File: src/rtl/ifetch_pkg.sv
// ifetch_pkg: shared types for the multi-issue fetch unit.
//   fetch_entry_t  - one queued instruction with its PC and BTB prediction
//   fetch_state_e  - fetch FSM states (RUN, MISS)
//   NOP_INSTR      - filler encoding for bench/idle use
package ifetch_pkg;

   typedef struct packed {
      logic [31:0] instr;
      logic [31:0] pc;
      logic        taken;
      logic [31:0] target;
   } fetch_entry_t;

   typedef enum logic {
      RUN  = 1'b0,
      MISS = 1'b1
   } fetch_state_e;

   localparam logic [31:0] NOP_INSTR = 32'h0000_0013;

endpackage

File: src/rtl/fetch_queue.sv
// fetch_queue: circular buffer that accepts up to W entries and releases up
// to W entries per cycle.
//   clk, reset  - clock, async active-high reset
//   enq_cnt     - number of leading slots of 'entries' to write this cycle
//   entries     - candidate entries, slot 0 written first
//   pop_cnt     - number of head entries consumed this cycle
//   flush       - empty the queue next cycle (overrides enq/pop)
//   head        - the W oldest entries, slot 0 = oldest
//   count       - registered occupancy
module fetch_queue
   import ifetch_pkg::*;
#(
   parameter  int DEPTH = 8,
   parameter  int W     = 2,
   localparam int CW    = $clog2(W + 1),
   localparam int NW    = $clog2(DEPTH + 1)
) (
   input  logic                   clk,
   input  logic                   reset,
   input  logic [CW-1:0]          enq_cnt,
   input  fetch_entry_t [W-1:0]   entries,
   input  logic [CW-1:0]          pop_cnt,
   input  logic                   flush,
   output fetch_entry_t [W-1:0]   head,
   output logic [NW-1:0]          count
);

   localparam int AW = $clog2(DEPTH);

   fetch_entry_t [DEPTH-1:0] mem_q, mem_d;
   logic [AW-1:0]            head_q, head_d;
   logic [AW-1:0]            tail_q, tail_d;
   logic [NW-1:0]            count_q, count_d;

   // DEPTH is a power of two, so pointer wrap is plain truncation.
   always_comb begin
      mem_d   = mem_q;
      head_d  = head_q;
      tail_d  = tail_q;
      count_d = count_q;
      if (flush) begin
         head_d  = '0;
         tail_d  = '0;
         count_d = '0;
      end else begin
         for (int i = 0; i < W; i++) begin
            if (CW'(i) < enq_cnt) mem_d[tail_q + AW'(i)] = entries[i];
         end
         tail_d  = tail_q + AW'(enq_cnt);
         head_d  = head_q + AW'(pop_cnt);
         count_d = count_q + NW'(enq_cnt) - NW'(pop_cnt);
      end
   end

   always_ff @(posedge clk or posedge reset) begin
      if (reset) begin
         mem_q   <= '0;
         head_q  <= '0;
         tail_q  <= '0;
         count_q <= '0;
      end else begin
         mem_q   <= mem_d;
         head_q  <= head_d;
         tail_q  <= tail_d;
         count_q <= count_d;
      end
   end

   always_comb begin
      for (int i = 0; i < W; i++) head[i] = mem_q[head_q + AW'(i)];
   end

   assign count = count_q;

   a_no_overfill: assert property (@(posedge clk) disable iff (reset)
      count_q <= NW'(DEPTH));
   a_no_underflow: assert property (@(posedge clk) disable iff (reset)
      flush || (NW'(pop_cnt) <= count_q));

endmodule

File: src/rtl/ifetch_queue.sv
// ifetch_queue: multi-issue instruction fetch with BTB redirection, icache
// miss handling and a decoupling queue toward decode.
//   clk, reset        - clock, async active-high reset
//   ic_req, ic_addr   - icache request and slot-0 address (word aligned)
//   ic_hit, ic_data   - same-cycle icache response, slot i = ic_addr+4*i
//   bp_taken/target   - per-slot BTB prediction for the current group
//   redirect(_pc)     - backend redirect; flushes queue, restarts fetch
//   out_*             - head entries of the queue, slot 0 = oldest
//   out_pop           - entries consumed by decode this cycle
//   stat_miss_cycles  - saturating count of cycles spent in MISS
module ifetch_queue
   import ifetch_pkg::*;
#(
   parameter  int          FETCH_W  = 2,
   parameter  int          QDEPTH   = 8,
   parameter  logic [31:0] RESET_PC = 32'h0,
   localparam int          CW       = $clog2(FETCH_W + 1)
) (
   input  logic                  clk,
   input  logic                  reset,
   output logic                  ic_req,
   output logic [31:0]           ic_addr,
   input  logic                  ic_hit,
   input  logic [32*FETCH_W-1:0] ic_data,
   input  logic [FETCH_W-1:0]    bp_taken,
   input  logic [32*FETCH_W-1:0] bp_target,
   input  logic                  redirect,
   input  logic [31:0]           redirect_pc,
   output logic [FETCH_W-1:0]    out_valid,
   output logic [32*FETCH_W-1:0] out_instr,
   output logic [32*FETCH_W-1:0] out_pc,
   output logic [FETCH_W-1:0]    out_taken,
   output logic [32*FETCH_W-1:0] out_target,
   input  logic [CW-1:0]         out_pop,
   output logic [31:0]           stat_miss_cycles
);

   localparam int            NW       = $clog2(QDEPTH + 1);
   localparam int            KW       = (FETCH_W > 1) ? $clog2(FETCH_W) : 1;
   localparam logic [NW-1:0] FE_LIMIT = NW'(QDEPTH - FETCH_W);

   fetch_state_e state_q, state_d;
   logic [31:0]  pc_q, pc_d;
   logic [31:0]  stat_q, stat_d;

   logic                        fe;
   logic                        hit_fetch;
   logic                        any_taken;
   logic [KW-1:0]               k;
   logic [31:0]                 k_target;
   logic [CW-1:0]               enq_cnt;
   logic [CW-1:0]               pop_cnt;
   fetch_entry_t [FETCH_W-1:0]  entries;
   fetch_entry_t [FETCH_W-1:0]  head;
   logic [NW-1:0]               q_count;

   // Space is judged on the registered count only, so a pop this cycle
   // never enables a fetch in the same cycle. Reset is folded in so the
   // request line stays low while reset is held.
   assign fe        = !reset && !redirect && (q_count <= FE_LIMIT);
   assign hit_fetch = fe && ic_hit;

   // Lowest taken slot ends the group; scanning downward lets the lowest
   // match overwrite any higher one.
   always_comb begin
      k         = KW'(FETCH_W - 1);
      k_target  = bp_target[32*(FETCH_W-1) +: 32];
      any_taken = 1'b0;
      for (int i = FETCH_W - 1; i >= 0; i--) begin
         if (bp_taken[i]) begin
            k         = KW'(i);
            k_target  = bp_target[32*i +: 32];
            any_taken = 1'b1;
         end
      end
   end

   // State register
   always_ff @(posedge clk or posedge reset) begin
      if (reset) state_q <= RUN;
      else       state_q <= state_d;
   end

   // Next state: redirect abandons any outstanding miss
   always_comb begin
      state_d = state_q;
      if (redirect) begin
         state_d = RUN;
      end else begin
         case (state_q)
            RUN:  if (fe && !ic_hit) state_d = MISS;
            MISS: if (fe && ic_hit)  state_d = RUN;
            default: state_d = RUN;
         endcase
      end
   end

   // FSM outputs: the address is held in both states, so a miss simply
   // re-presents the same request until it hits.
   always_comb begin
      ic_req  = fe;
      ic_addr = pc_q;
      enq_cnt = hit_fetch ? (CW'(k) + CW'(1)) : '0;
      pop_cnt = redirect ? '0 : out_pop;
   end

   always_comb begin
      pc_d = pc_q;
      if (redirect)       pc_d = redirect_pc;
      else if (hit_fetch) pc_d = any_taken ? k_target : pc_q + 32'(4*FETCH_W);
   end

   always_comb begin
      stat_d = stat_q;
      if (state_q == MISS && stat_q != 32'hFFFF_FFFF) stat_d = stat_q + 32'd1;
   end

   always_ff @(posedge clk or posedge reset) begin
      if (reset) begin
         pc_q   <= RESET_PC;
         stat_q <= '0;
      end else begin
         pc_q   <= pc_d;
         stat_q <= stat_d;
      end
   end

   always_comb begin
      for (int i = 0; i < FETCH_W; i++) begin
         entries[i].instr  = ic_data[32*i +: 32];
         entries[i].pc     = pc_q + 32'(4*i);
         entries[i].taken  = bp_taken[i];
         entries[i].target = bp_target[32*i +: 32];
      end
   end

   fetch_queue #(
      .DEPTH (QDEPTH),
      .W     (FETCH_W)
   ) u_queue (
      .clk     (clk),
      .reset   (reset),
      .enq_cnt (enq_cnt),
      .entries (entries),
      .pop_cnt (pop_cnt),
      .flush   (redirect),
      .head    (head),
      .count   (q_count)
   );

   always_comb begin
      for (int i = 0; i < FETCH_W; i++) begin
         out_valid[i]            = q_count > NW'(i);
         out_instr[32*i +: 32]   = head[i].instr;
         out_pc[32*i +: 32]      = head[i].pc;
         out_taken[i]            = head[i].taken;
         out_target[32*i +: 32]  = head[i].target;
      end
   end

   assign stat_miss_cycles = stat_q;

   a_addr_aligned: assert property (@(posedge clk) disable iff (reset)
      ic_addr[1:0] == 2'b00);

endmodule

File: config.mk
export PLATFORM = sky130hd
export DESIGN_NAME = ifetch_queue
export DESIGN_NICKNAME = d
export VERILOG_FILES = /design/src/rtl/ifetch_pkg.sv /design/src/rtl/fetch_queue.sv /design/src/rtl/ifetch_queue.sv
export SDC_FILE = /design/constraint.sdc
export NUM_CORES = 2
export LEC_CHECK = 0
export BUFFER_PORTS_ARGS = -buffer_cell sky130_fd_sc_hd__buf_2
export CAP_MARGIN = 20
export CORE_MARGIN = 1
export CORE_UTILIZATION = 45
export CTS_CLUSTER_DIAMETER = 150
export DETAILED_ROUTE_END_ITERATION = 8
export GPL_TIMING_DRIVEN = 1
export SKIP_CTS_REPAIR_TIMING = 1
export SLEW_MARGIN = 20
export SYNTH_ARGS = -nofsm -noshare
export SYNTH_HDL_FRONTEND = slang
export SYNTH_SLANG_ARGS = --single-unit
File: constraint.sdc
create_clock -name clk -period 30 [get_ports clk]
set_input_delay 1.5 -clock clk [delete_from_list [all_inputs] [get_ports clk]]
set_output_delay 1.5 -clock clk [all_outputs]
set_load 0.005 [all_outputs]
==> flow_metrics.env <==
export IMPL_setup_slack_ps=22400
export IMPL_cts_tree="built"
export IMPL_grt_max_degree=156
export IMPL_whs_endpoint="stat_miss_cycles[7]"
export IMPL_first_pass_iters=5
export IMPL_worstReg2RegStart="u_queue.count[3]"
export IMPL_io_buffers=428
export IMPL_antenna_found_initial=22
export IMPL_syn_nets=4938
export IMPL_hp_class="reg2reg"
export IMPL_die_y_um=333
export IMPL_critPathMaxFanout=60
export IMPL_crit_required_ps=28500
export IMPL_tightest_slew_ps=1180
export IMPL_htree_levels=3
export IMPL_clk_pin_slew_ps=60
export IMPL_maxCapViolations=0
export IMPL_cp_start_kind="register"
export IMPL_crit_chain="buf_4 > buf_4 > buf_4 > buf_4 > mux4_2 > mux2_2 > buf_2"
export IMPL_r2r_slack_ps=25420
export IMPL_grt_pass1_wl_um=289000
export IMPL_area_growth_pct=12.0
export IMPL_synth_mux_area_share_pct=22.7
export IMPL_vias_per_cell=6.88
export IMPL_track_usage_pct=34.6
export IMPL_crit_top_cell="buf_4"
export IMPL_hold_viol_final=0
export IMPL_first_global_vias=42900
export IMPL_cts_buffers=101
export IMPL_cp_top_family="buffers and inverters"
export IMPL_ys_seq_area_share_pct=43.1
export IMPL_tns_ps=0
export IMPL_drtIter0Drc=5013
export IMPL_core_um2=109000
export IMPL_synth_cells=4752
export IMPL_setup_viol=0
export IMPL_synth_xor_area_share_pct=1.36
export IMPL_routed_wl_um=195000
export IMPL_yosysMostFrequentCell="nor2_1"
export IMPL_drc=0
export IMPL_finalClockSkew_ps=25.0
export IMPL_synth_simple_gate_area_share_pct=12.2
export IMPL_wl_per_cell_um=31.0
export IMPL_critPathSlowestCell="buf_4"
export IMPL_yosysUniqueCellTypes=82
export IMPL_leakage_nw=23.2
export IMPL_post_place_ws_ps=23040
export IMPL_crit_path_max_incr_delay_ps=920
export IMPL_gp_congestion=0.871
export IMPL_ys_ff_latch=851
export IMPL_initial_core_util_pct=45.4
export IMPL_critPathBufInv=5
export IMPL_vias=43300
export IMPL_synth_largest_area_cell="dfrtp_1"
export IMPL_hold_depth=1
export IMPL_die_w_um=333
export IMPL_yosys_warnings=0
export IMPL_critical_path_arrival_ps=6100
export IMPL_clock_root_buffer="clkbuf_16"
export IMPL_globalRouteOverflowTotal=0
export IMPL_synth_edf_count=0
export IMPL_r2r_end="ic_addr[2]"
export IMPL_vdd_drop_max_uv=52.6
export IMPL_ff2ff_path_depth=9
export IMPL_maxSlewHeadroom_pct=21.5
export IMPL_rsz0062_at_grt="no"
export IMPL_synth_compound_gate_area_share_pct=15.1
export IMPL_synth_top_area_share_pct=43.1
export IMPL_ant_nets=0
export IMPL_finalCriticalPeriod_ps=7600
export IMPL_worstHoldStart="stat_miss_cycles[7]"
export IMPL_power_mw=4.16
export IMPL_maxClockFrequency_mhz=132
export IMPL_syn_area_um2=49400
export IMPL_crit_type="reg2out"
export IMPL_die_area_um2=111000
export IMPL_ys_top_cells_by_count="1109 x nor2_1, 851 x dfrtp_1, 633 x o22ai_1"
export IMPL_ys_flop_type="dfrtp_1"
export IMPL_synth_top_family_by_area="multiplexers"
export IMPL_powerDensity_nw_per_um2=75.1
export IMPL_final_period_utilization_pct=25.3
export IMPL_synthAdderAreaFrac_pct=0.501
export IMPL_drive_gt1_share_pct=28.7
export IMPL_finalNetCount=4975
export IMPL_outcome="complete, no violations"
export IMPL_synth_area_per_cell_um2=10.4
export IMPL_synthTopCellsByArea="dfrtp_1 43%, mux4_2 18%, nor2_1 8.4%"
export IMPL_final_core_util_pct=50.9
export IMPL_dpl_hpwl_um=115000
export IMPL_clock_path_buffers=3
export IMPL_clk_latency_ps=690
export IMPL_drv_slew=0
export IMPL_async_flop_share_pct=100
export IMPL_pin_count=429
export IMPL_crit_path_end_kind="primary output"
export IMPL_cts_sinks=851
export IMPL_placementRows=121
cell type report:
class | count | area (um^2)
fill | 9899 | 53500
multi-input combinational | 3307 | 26000
sequential | 851 | 21300
clock buffer | 151 | 3050
timing repair buffer | 512 | 2860
tap | 1414 | 1770
clock inverter | 32 | 344
inverter | 16 | 67.6
antenna | 9 | 22.5
cell families (layout without fill, tap and decap cells):
logic type	Yosys count	count (layout)
other cells	0	9
simple gates	1437	1437
flops	851	851
buf+inv	594	711
xor+xnor	74	74
fa+ha+maj	18	18
compound gates	1166	1166
mux	612	612
stage by stage:
step	hold slack [ps]	cell area (um^2)	instances
finish	484	55400	6292
global route	514	55400	6292
CTS	491	55300	6281
detailed placement	484	51900	6098
global placement	469	51900	6097
floorplan	474	49400	4752
worst reg2reg max path: stages, from the launching register on:
cell	delay [ps]
dfrtp_1	340
inv_1	70
ha_1	200
nand3_1	310
and4_4	970
buf_4	830
buf_4	830
nand2_1	420
a22oi_1	330
o21ai_0	130
routing by layer:
metal	part of all wire, %	wire length (um)	vias up	global-route usage [%]
met5	0.073	142	-	0
met4	5.2	10100	22	17.4
met3	11	21600	606	8.83
met2	46	89500	2888	53.3
met1	38	73900	22000	45.4
li1	-	-	17800	-
worst max-delay path by stage:
stage | startpoint | endpoint | slack [ps] | cells past startpoint
final | u_queue.head_q[0] | out_instr[28] | 22400 | 7
after global routing | u_queue.head_q[0] | out_instr[28] | 21900 | 7
after CTS | u_queue.head_q[0] | out_instr[28] | 22300 | 7
after detailed placement | u_queue.head_q[0] | out_target[1] | 23040 | 7
after global placement | u_queue.head_q[0] | out_target[1] | 23160 | 7
after floorplan | reset | ic_addr[0] | 4590 | 1
layout by cell type (no fill, tap or decap), types with 15 or more instances in the layout:
master | Yosys | layout
o22ai_1 | 633 | 633
o21a_1 | 20 | 20
o21ai_0 | 36 | 36
nand4_1 | 23 | 23
dfrtp_1 | 851 | 848
clkbuf_1 | 358 | 20
nor2_1 | 1109 | 1099
mux2_2 | 213 | 213
xor2_1 | 17 | 16
a21oi_1 | 282 | 282
buf_4 | 6 | 80
nand3_1 | 60 | 58
clkbuf_8 | 0 | 27
nand2_1 | 98 | 84
clkinv_2 | 0 | 18
nor3_1 | 37 | 37
clkbuf_16 | 0 | 104
o22a_1 | 19 | 19
xnor2_1 | 54 | 54
a221oi_1 | 62 | 62
mux4_2 | 388 | 388
o221a_2 | 33 | 33
buf_2 | 149 | 427
and3_1 | 23 | 23
inv_1 | 16 | 15
report_power, final:
part	internal, mW	switching (mW)
Sequential	1.40	0.250
Clock	0.750	0.518
Combinational	0.644	0.592
Total	2.80	1.36
sequential cells by signal, indices dropped and copies added (netlist names):
register          flops
u_queue.mem_q       776
u_queue.head_q        3
ic_addr              32
stat_miss_cycles     32
u_queue.tail_q        3
u_queue.count         4
state_q               1
Note: power is estimated with default switching activity, not from simulation.
